**config.mk**
```make
export PLATFORM = sky130hd
export DESIGN_NAME = cache_fetch_engine
export DESIGN_NICKNAME = d
export VERILOG_FILES = /design/src/rtl/cache_fetch_engine_pkg.sv /design/src/rtl/cache_fetch_engine.sv
export SDC_FILE = /design/constraint.sdc
export NUM_CORES = 1
export LEC_CHECK = 0
export BUFFER_PORTS_ARGS = -buffer_cell sky130_fd_sc_hd__buf_2
export CELL_PAD_IN_SITES_DETAIL_PLACEMENT = 1
export CELL_PAD_IN_SITES_GLOBAL_PLACEMENT = 1
export CORE_UTILIZATION = 27
export CTS_CLUSTER_DIAMETER = 60
export DETAILED_ROUTE_END_ITERATION = 16
export PLACE_DENSITY = 0.82
export SLEW_MARGIN = 20
export SYNTH_ARGS = -nofsm -noshare
export SYNTH_HDL_FRONTEND = slang
export SYNTH_SLANG_ARGS = --single-unit
```
**constraint.sdc**
```tcl
create_clock -name clk -period 1.5 [get_ports clk]
set_input_delay 0 -clock clk [delete_from_list [all_inputs] [get_ports clk]]
set_output_delay 0 -clock clk [all_outputs]
set_load 0.03 [all_outputs]
```
**src/rtl/cache_fetch_engine_pkg.sv**
```systemverilog
// Shared types and constants for the cache line fetch / write-back engine.
package cache_fetch_engine_pkg;

    // Default cache line length in words.
    localparam int unsigned LineWordsDefault = 4;

    // FSM state encoding, kept as plain constants for compatibility with older tools.
    typedef logic [2:0] fetch_state_t;

    localparam fetch_state_t StIdle      = 3'd0;
    localparam fetch_state_t StWbRd      = 3'd1;
    localparam fetch_state_t StWbWr      = 3'd2;
    localparam fetch_state_t StFillReq   = 3'd3;
    localparam fetch_state_t StFillDrain = 3'd4;
    localparam fetch_state_t StDone      = 3'd5;

    // Width of a word index within a line.
    function automatic int unsigned idx_width(input int unsigned line_words);
        return $clog2(line_words);
    endfunction

    // Width of a line address given the memory depth and line length.
    function automatic int unsigned laddr_width(input int unsigned mem_depth,
                                                input int unsigned line_words);
        return $clog2(mem_depth) - $clog2(line_words);
    endfunction

endpackage

```
**src/rtl/cache_fetch_engine.sv**
```systemverilog
// Line refill / write-back initiator. On a miss it optionally writes the dirty
// victim line back word by word, then reads the missing line with pipelined
// requests and streams the returned words into the cache data array.
module cache_fetch_engine
    import cache_fetch_engine_pkg::*;
#(
    parameter int unsigned MEM_DEPTH  = 32,
    parameter int unsigned DATA_WIDTH = 32,
    parameter int unsigned LINE_WORDS = LineWordsDefault,
    localparam int unsigned AW  = $clog2(MEM_DEPTH),
    localparam int unsigned IW  = idx_width(LINE_WORDS),
    localparam int unsigned LAW = laddr_width(MEM_DEPTH, LINE_WORDS)
) (
    input  logic                  clk,
    input  logic                  rst_n,
    input  logic                  req_valid,
    output logic                  req_ready,
    input  logic [LAW-1:0]        req_fill_laddr,
    input  logic                  req_wb,
    input  logic [LAW-1:0]        req_wb_laddr,
    output logic                  done,
    output logic                  wb_rd_en,
    output logic [IW-1:0]         wb_rd_idx,
    input  logic [DATA_WIDTH-1:0] wb_rd_data,
    output logic                  fill_wen,
    output logic [IW-1:0]         fill_idx,
    output logic [DATA_WIDTH-1:0] fill_data,
    output logic [AW-1:0]         fetch_mem_raddr,
    output logic                  fetch_mem_ren,
    input  logic                  fetch_mem_rready,
    input  logic [DATA_WIDTH-1:0] fetch_mem_rdata,
    input  logic                  fetch_mem_rdata_valid,
    output logic [AW-1:0]         fetch_mem_waddr,
    output logic                  fetch_mem_wen,
    input  logic                  fetch_mem_wready,
    output logic [DATA_WIDTH-1:0] fetch_mem_wdata
);

    localparam logic [IW-1:0] LastIdx = IW'(LINE_WORDS - 1);

    fetch_state_t          state_q, state_d;
    logic [LAW-1:0]        fill_laddr_q, fill_laddr_d;
    logic [LAW-1:0]        wb_laddr_q, wb_laddr_d;
    logic [IW-1:0]         wb_idx_q, wb_idx_d;
    logic [IW-1:0]         iss_cnt_q, iss_cnt_d;
    logic [IW-1:0]         rcv_cnt_q, rcv_cnt_d;
    logic [DATA_WIDTH-1:0] wdata_q, wdata_d;
    // High in the first WB_WR cycle, when the array read data is live on wb_rd_data.
    logic                  wr_first_q, wr_first_d;
    logic                  in_fill;

    assign in_fill = (state_q == StFillReq) || (state_q == StFillDrain);

    // Next-state logic for the FSM, counters and latched addresses.
    always_comb begin
        state_d      = state_q;
        fill_laddr_d = fill_laddr_q;
        wb_laddr_d   = wb_laddr_q;
        wb_idx_d     = wb_idx_q;
        iss_cnt_d    = iss_cnt_q;
        rcv_cnt_d    = rcv_cnt_q;
        wdata_d      = wr_first_q ? wb_rd_data : wdata_q;
        wr_first_d   = (state_q == StWbRd);

        unique case (state_q)
            StIdle: begin
                if (req_valid) begin
                    fill_laddr_d = req_fill_laddr;
                    wb_laddr_d   = req_wb_laddr;
                    wb_idx_d     = '0;
                    iss_cnt_d    = '0;
                    rcv_cnt_d    = '0;
                    state_d      = req_wb ? StWbRd : StFillReq;
                end
            end
            StWbRd: begin
                state_d = StWbWr;
            end
            StWbWr: begin
                if (fetch_mem_wready) begin
                    if (wb_idx_q == LastIdx) begin
                        state_d = StFillReq;
                    end else begin
                        wb_idx_d = wb_idx_q + 1'b1;
                        state_d  = StWbRd;
                    end
                end
            end
            StFillReq: begin
                if (fetch_mem_rready) begin
                    iss_cnt_d = iss_cnt_q + 1'b1;
                    if (iss_cnt_q == LastIdx) begin
                        state_d = StFillDrain;
                    end
                end
            end
            StFillDrain: begin
                state_d = StFillDrain;
            end
            StDone: begin
                state_d = StIdle;
            end
            default: begin
                state_d = StIdle;
            end
        endcase

        // Returned words are counted in both fill states; the last one ends the refill.
        if (in_fill && fetch_mem_rdata_valid) begin
            rcv_cnt_d = rcv_cnt_q + 1'b1;
            if (rcv_cnt_q == LastIdx) begin
                state_d = StDone;
            end
        end
    end

    // State registers with asynchronous active-low reset.
    always_ff @(posedge clk or negedge rst_n) begin
        if (!rst_n) begin
            state_q      <= StIdle;
            fill_laddr_q <= '0;
            wb_laddr_q   <= '0;
            wb_idx_q     <= '0;
            iss_cnt_q    <= '0;
            rcv_cnt_q    <= '0;
            wdata_q      <= '0;
            wr_first_q   <= 1'b0;
        end else begin
            state_q      <= state_d;
            fill_laddr_q <= fill_laddr_d;
            wb_laddr_q   <= wb_laddr_d;
            wb_idx_q     <= wb_idx_d;
            iss_cnt_q    <= iss_cnt_d;
            rcv_cnt_q    <= rcv_cnt_d;
            wdata_q      <= wdata_d;
            wr_first_q   <= wr_first_d;
        end
    end

    // Output decode from the current state and counters.
    always_comb begin
        req_ready       = (state_q == StIdle);
        done            = (state_q == StDone);
        wb_rd_en        = (state_q == StWbRd);
        wb_rd_idx       = wb_idx_q;
        fill_wen        = in_fill && fetch_mem_rdata_valid;
        fill_idx        = rcv_cnt_q;
        fill_data       = in_fill ? fetch_mem_rdata : '0;
        fetch_mem_ren   = (state_q == StFillReq);
        fetch_mem_raddr = {fill_laddr_q, iss_cnt_q};
        fetch_mem_wen   = (state_q == StWbWr);
        fetch_mem_waddr = {wb_laddr_q, wb_idx_q};
        // Bypass the capture register on the first write cycle so each word takes 2 cycles.
        fetch_mem_wdata = wr_first_q ? wb_rd_data : wdata_q;
    end

endmodule
```
Word-level counts from Yosys, hierarchy flattened:

Index checks and enable logic that the tools add are counted.

* register bits after elaboration: 48
* latch bits: 0
* memory bits (writable): 0
* memory bits (read-only): 0
* word-level logic and storage cells: 53
* memories: 0

* add/subtract/negate cells: 3
* multipliers: 0
* divide/modulo/power cells: 0
* order comparisons: 0
* eq/ne operators: 12
* shift-type cells: 0
* muxes and demuxes: 19
* bitwise gates (word level): 0
* reduce and logical (&&, ||, !) cells: 11

Operators by type and width (count)
* 32-bit 2-to-1 mux: 2
* 3-bit 2-to-1 mux: 6
* 2-bit 2-to-1 mux: 8
* 3-bit one-hot mux with 5 select lines: 1
* 2-bit one-hot mux with 2 select lines: 2
* 2-bit nonzero test: 4
* 2-bit by 1-bit adder with 2-bit output (second input constant): 3
* 2-bit equality test (second input constant): 3
* 3-bit by 2-bit equality test with 1-bit output (second input constant): 2
* 3-bit equality test (second input constant): 2
* 2-bit by 1-bit inequality test with 1-bit output (second input constant): 2
* 2-bit inequality test (second input constant): 2
* 2-bit AND reduction: 2
* 4-bit AND reduction: 1
* 3-bit by 1-bit equality test with 1-bit output (second input constant): 1
* 3-bit logical NOT: 1
* 3-bit AND reduction: 1
* 1-bit logical AND: 1
* 1-bit logical OR: 1

Longest topological paths before layout:

* depth in word-level cells: 6
* depth in mapped cells: 5

Worst setup path before layout:

Ideal clock, no wire load.

* path type: reg2reg
* start point: reg state_q[2]
* end point: reg wb_idx_q[1] (netlist: wb_rd_idx[1])
* arrival: 1.903 ns
* data required time: 1.380 ns
* slack: -0.523 ns
* cell stages (with the launch flop): 5
* path through: dfrtp_1 buf_6 nor3b_1 nand3b_1 a31o_2

* longest elaborated chain between the ends: 3
* elaborated cells on any way between the ends: 8
* classes of those cells: eq/ne (4); mux (1); reduce/logical (3)

Ends and longest elaborated chain
* from (decl): line cache_fetch_engine.sv:41 `fetch_state_t state_q, state_d;`
* from (signal assigned): line cache_fetch_engine.sv:120 `state_q <= StIdle;`
* from (signal assigned): line cache_fetch_engine.sv:129 `state_q <= state_d;`
* 3-bit by 2-bit equality test with 1-bit output *
* via fetch_mem_wen: line cache_fetch_engine.sv:34 `output logic fetch_mem_wen,`
* 2-bit inequality test (no source line) (tied with other cells)
* 4-bit AND reduction (no source line)
* to (signal assigned): line cache_fetch_engine.sv:132 `wb_idx_q <= wb_idx_d;`
* to (decl): line cache_fetch_engine.sv:44 `logic [IW-1:0] wb_idx_q, wb_idx_d;`

The timed path passes the listed nets; every way through them passes the cells marked *.
A chain may end at the register's enable or synchronous reset.

Worst setup path in the final report:

* start point: reg state_q[1]
* end point: out fill_data[21]

* longest elaborated chain between the ends: 3
* elaborated cells on any way between the ends: 4
* classes of those cells: eq/ne (2); mux (1); reduce/logical (1)

Ends and longest elaborated chain
* 3-bit by 2-bit equality test with 1-bit output or 3-bit equality test (tied branches): line cache_fetch_engine.sv:52 `assign in_fill = (state_q == StFillReq) || (state_q == StFillDrain);`
* 1-bit logical OR *: line cache_fetch_engine.sv:52
* 32-bit 2-to-1 mux *: line cache_fetch_engine.sv:148 `fill_data = in_fill ? fetch_mem_rdata : '0;`
* to (decl): line cache_fetch_engine.sv:27 `output logic [DATA_WIDTH-1:0] fill_data,`

Every way passes the cells marked *; elsewhere a longest branch is shown, timed or not.

==> results.toml <==
[worst_setup_path]
cp.arrival_ns = 1.87
critical-path-max-stage-delay_ns = 0.42
path_buf_inv = 3
path_class = "register to output pin"
startpoint_type = "register"
cp_slowest_cell = "dfrtp_1"
endpoint_kind = "output pin"
path_delay_family = "simple AND/OR/NAND/NOR gates"
required_ns = 1.50
crit_path_max_fanout = 5
path_cells = "or3b_4 > nor2b_4 > buf_6 > buf_12 > nor2b_4 > buf_6"

[placed_design]
dp_slack_ns = -0.124
port_buffers = 160
dp_hpwl_um = 5350
placed_area_um2 = 3490
gp_congestion = 0.738

[route]
via_count = 2326
wl_um = 9560
vias_per_cell = 4.54
drt-pass1-iter-count = 4
avgRoutedWirePerCell_um = 18.7
drt_iter0_markers = 91
ant_nets = 0
drc_errors = 0

[timing]
clock_skew_ns = 0.00615
setup_viol = 73
slew_violations = 0
setup_slack_ns = -0.365
max_freq_mhz = 536
finalSetupTns_ns = -13.92
relSlewSlack = 0.588
worst_pin_slew_ns = 0.617
period_minus_slack_ns = 1.87
finalHoldViolations = 0
finalCritPeriodShare = 1.24
grt_setup_unrepaired = "true"
hold_ws_ns = 0.139

[yosys]
synth_compound_area_frac = 0.0404
muxShareOfSynthArea = 0.206
synthAdderAreaFrac = 0.0166
ys_warn_count = 0
syn-num-nets = 257
yosysSeqAreaShare = 0.531
synthSimpleGateAreaFrac = 0.161
synth-seq-cells = 48
netlist_area_um2 = 2260
synth_top_family_by_area = "multiplexers"
avgSynthCellArea_um2 = 12.8
synth-xor-area-share = 0
syn-instance-count = 177
ys_types = 33

[floorplan]
pin_count = 161
die_height_um = 93.5
core_um2 = 8180
placementRows = 33
start_util = 0.277
die-area_um2 = 8750
die_w_um = 93.5

[pwr]
comb_power_share = 0.723
switchingPower_mw = 5.19
internal_power_mw = 5.69
p_per_area_nw_per_um2 = 2350
vdd_drop_max_mv = 1.06
p_clk_frac = 0.069
power_frac_seq = 0.208
p_sw_frac = 0.477
p_leak_nw = 2.31

[finish]
design_area_um2 = 4630
drive_above_1_share = 0.715
n_antenna_cell = 0
fin_nets = 487
area_delta_synth_final_pct = 105
fill_cells = 886
postLayoutCoreUtil = 0.567

[grt]
grt_usage = 0.202
antenna_found_initial = 0
grt_max_degree = 49
grt_pass1_vias = 2605
grt_pass1_wl_um = 13300
overflow = 0

[clock_tree]
worstSkewPairLatency_ns = 0.30
cts_num_sinks = 48
root_buffer = "clkbuf_8"
htreeDepth = 2
path_clk_slew_ns = 0.09
cts_buffer_depth = 2
cts_tree = "built"
cts_inserted_buffers = 5

[run_status]
violations = "setup timing"
outcome = "finished, violations left"

[flow_run]
drv_cap = 0

[hold_path]
hp-class = "input pin to register"
timing repair:
item | CTS | global route
hold buffers | 41 | 0
gates cloned | 3 | 2
setup endpoints to repair | 46 | 67
buffers inserted | 10 | 11
hold endpoints to repair | 88 | 0
pin swaps | 1 | 10
resized for setup | 89 | 40
routing by layer:
layer,vias to the layer above,global-route usage,part of all wire
li1,1065,-,-
met1,1167,0.210,0.36
met2,78,0.397,0.57
met3,16,0.0341,0.043
met4,0,0.0821,0.023
met5,-,0,0
cell usage after synthesis, drive strengths merged:
| master | number | area share |
|---|---|---|
| mux2 | 38 | 0.20 |
| clkbuf | 2 | 0.0033 |
| o22ai | 1 | 0.0028 |
| buf | 11 | 0.040 |
| nor2b | 34 | 0.10 |
| nor3 | 2 | 0.0044 |
| dfrtp | 48 | 0.53 |
| nand3b | 2 | 0.0066 |
| nand2b | 1 | 0.0028 |
| a31oi | 1 | 0.0028 |
| a221oi | 1 | 0.0039 |
| o21bai | 1 | 0.0033 |
| a211oi | 1 | 0.0033 |
| nand2 | 11 | 0.018 |
| mux2i | 2 | 0.0088 |
| a21boi | 1 | 0.0033 |
| a21oi | 1 | 0.0022 |
| and3b | 1 | 0.0039 |
| inv | 1 | 0.0017 |
| a311oi | 1 | 0.0039 |
| or3b | 1 | 0.0039 |
| o21ai | 3 | 0.0066 |
| a31o | 1 | 0.0039 |
| a32o | 1 | 0.0044 |
| nand3 | 2 | 0.0044 |
| ha | 3 | 0.017 |
| nor2 | 2 | 0.0033 |
| or4b | 1 | 0.0061 |
| nor3b | 2 | 0.0066 |
worst reg2reg max path, stage by stage, from the launching register on:
cell and delay, ns:
dfrtp_1 0.41, buf_6 0.13, buf_6 0.12, or4b_4 0.61, buf_12 0.19, mux2_4 0.30
final cells by class:
class | instances | area [um2] | area share
Clock inverter | 2 | 12.5 | 0.00270
Timing Repair Buffer | 236 | 1910 | 0.412
Sequential cell | 48 | 1200 | 0.260
Multi-Input combinational cell | 115 | 1300 | 0.281
Inverter | 1 | 7.51 | 0.00162
Tap cell | 105 | 131 | 0.0284
Clock buffer | 5 | 68.8 | 0.0149
placed cells by master (no fill, tap or decap), drive strengths merged, types with 2 or more instances in the layout:
| cell type | n |
|---|---|
| clkbuf | 7 |
| buf | 193 |
| ha | 3 |
| dfrtp | 48 |
| o21ai | 3 |
| nor3b | 2 |
| nor2 | 2 |
| nor2b | 34 |
| nor3 | 2 |
| dlygate4sd3 | 41 |
| nand3b | 2 |
| mux2 | 38 |
| nand2 | 11 |
| clkinvlp | 2 |
| mux2i | 2 |
| nand3 | 2 |
path summary, 6_finish.rpt:
check / depth (start not counted) / endpoint / slack, ns / from
worst max-delay path: 6 / fill_data[21] / -0.37 / state_q[1]$_DFF_PN0_
worst min-delay path: 3 / wb_rd_idx[0]$_DFFE_PN0P_ / 0.14 / fetch_mem_wready
worst max register to register: 5 / fill_laddr_q[2]$_DFFE_PN0P_ / -0.36 / state_q[0]$_DFF_PN0_
worst min register to register: 1 / iss_cnt_q[0]$_DFFE_PN0P_ / 0.50 / iss_cnt_q[0]$_DFFE_PN0P_
max in group asynchronous: 3 / wr_first_q$_DFF_PN0_ / 0.70 / rst_n
min in group asynchronous: 3 / wdata_q[3]$_DFF_PN0_ / 0.36 / rst_n
sequential cells by signal, indices dropped and copies added, names as in the netlist:
register      cells
wb_laddr_q        3
fill_idx          2
wr_first_q        1
wdata_q          32
wb_rd_idx         2
iss_cnt_q         2
state_q           3
fill_laddr_q      3
kinds of logic after synthesis:
group                      count (synthesis)
adders and majority gates                  3
muxes                                     40
DFF                                       48
buffers and inverters                     14
and+or+nand+nor                           59
AOI/OAI and AO/OA                         13
through the flow:
step | std cells | power (mW)
2_1_floorplan | 177 | 6.69
3_3_place_gp | 443 | 8.20
3_5_place_dp | 443 | 8.39
4_1_cts | 504 | 10.3
5_1_grt | 512 | 11.4
6_report | 512 | 10.9
power by group through the flow:
stage	Combinational (mW)	Sequential, mW	Clock [mW]
floorplan	4.22	2.47	0
global placement	6.00	2.19	0
detailed placement	6.14	2.25	0
CTS	7.31	2.20	0.777
global route	8.23	2.34	0.822
finish	7.86	2.27	0.746
Power figures use the tool's default switching activity.
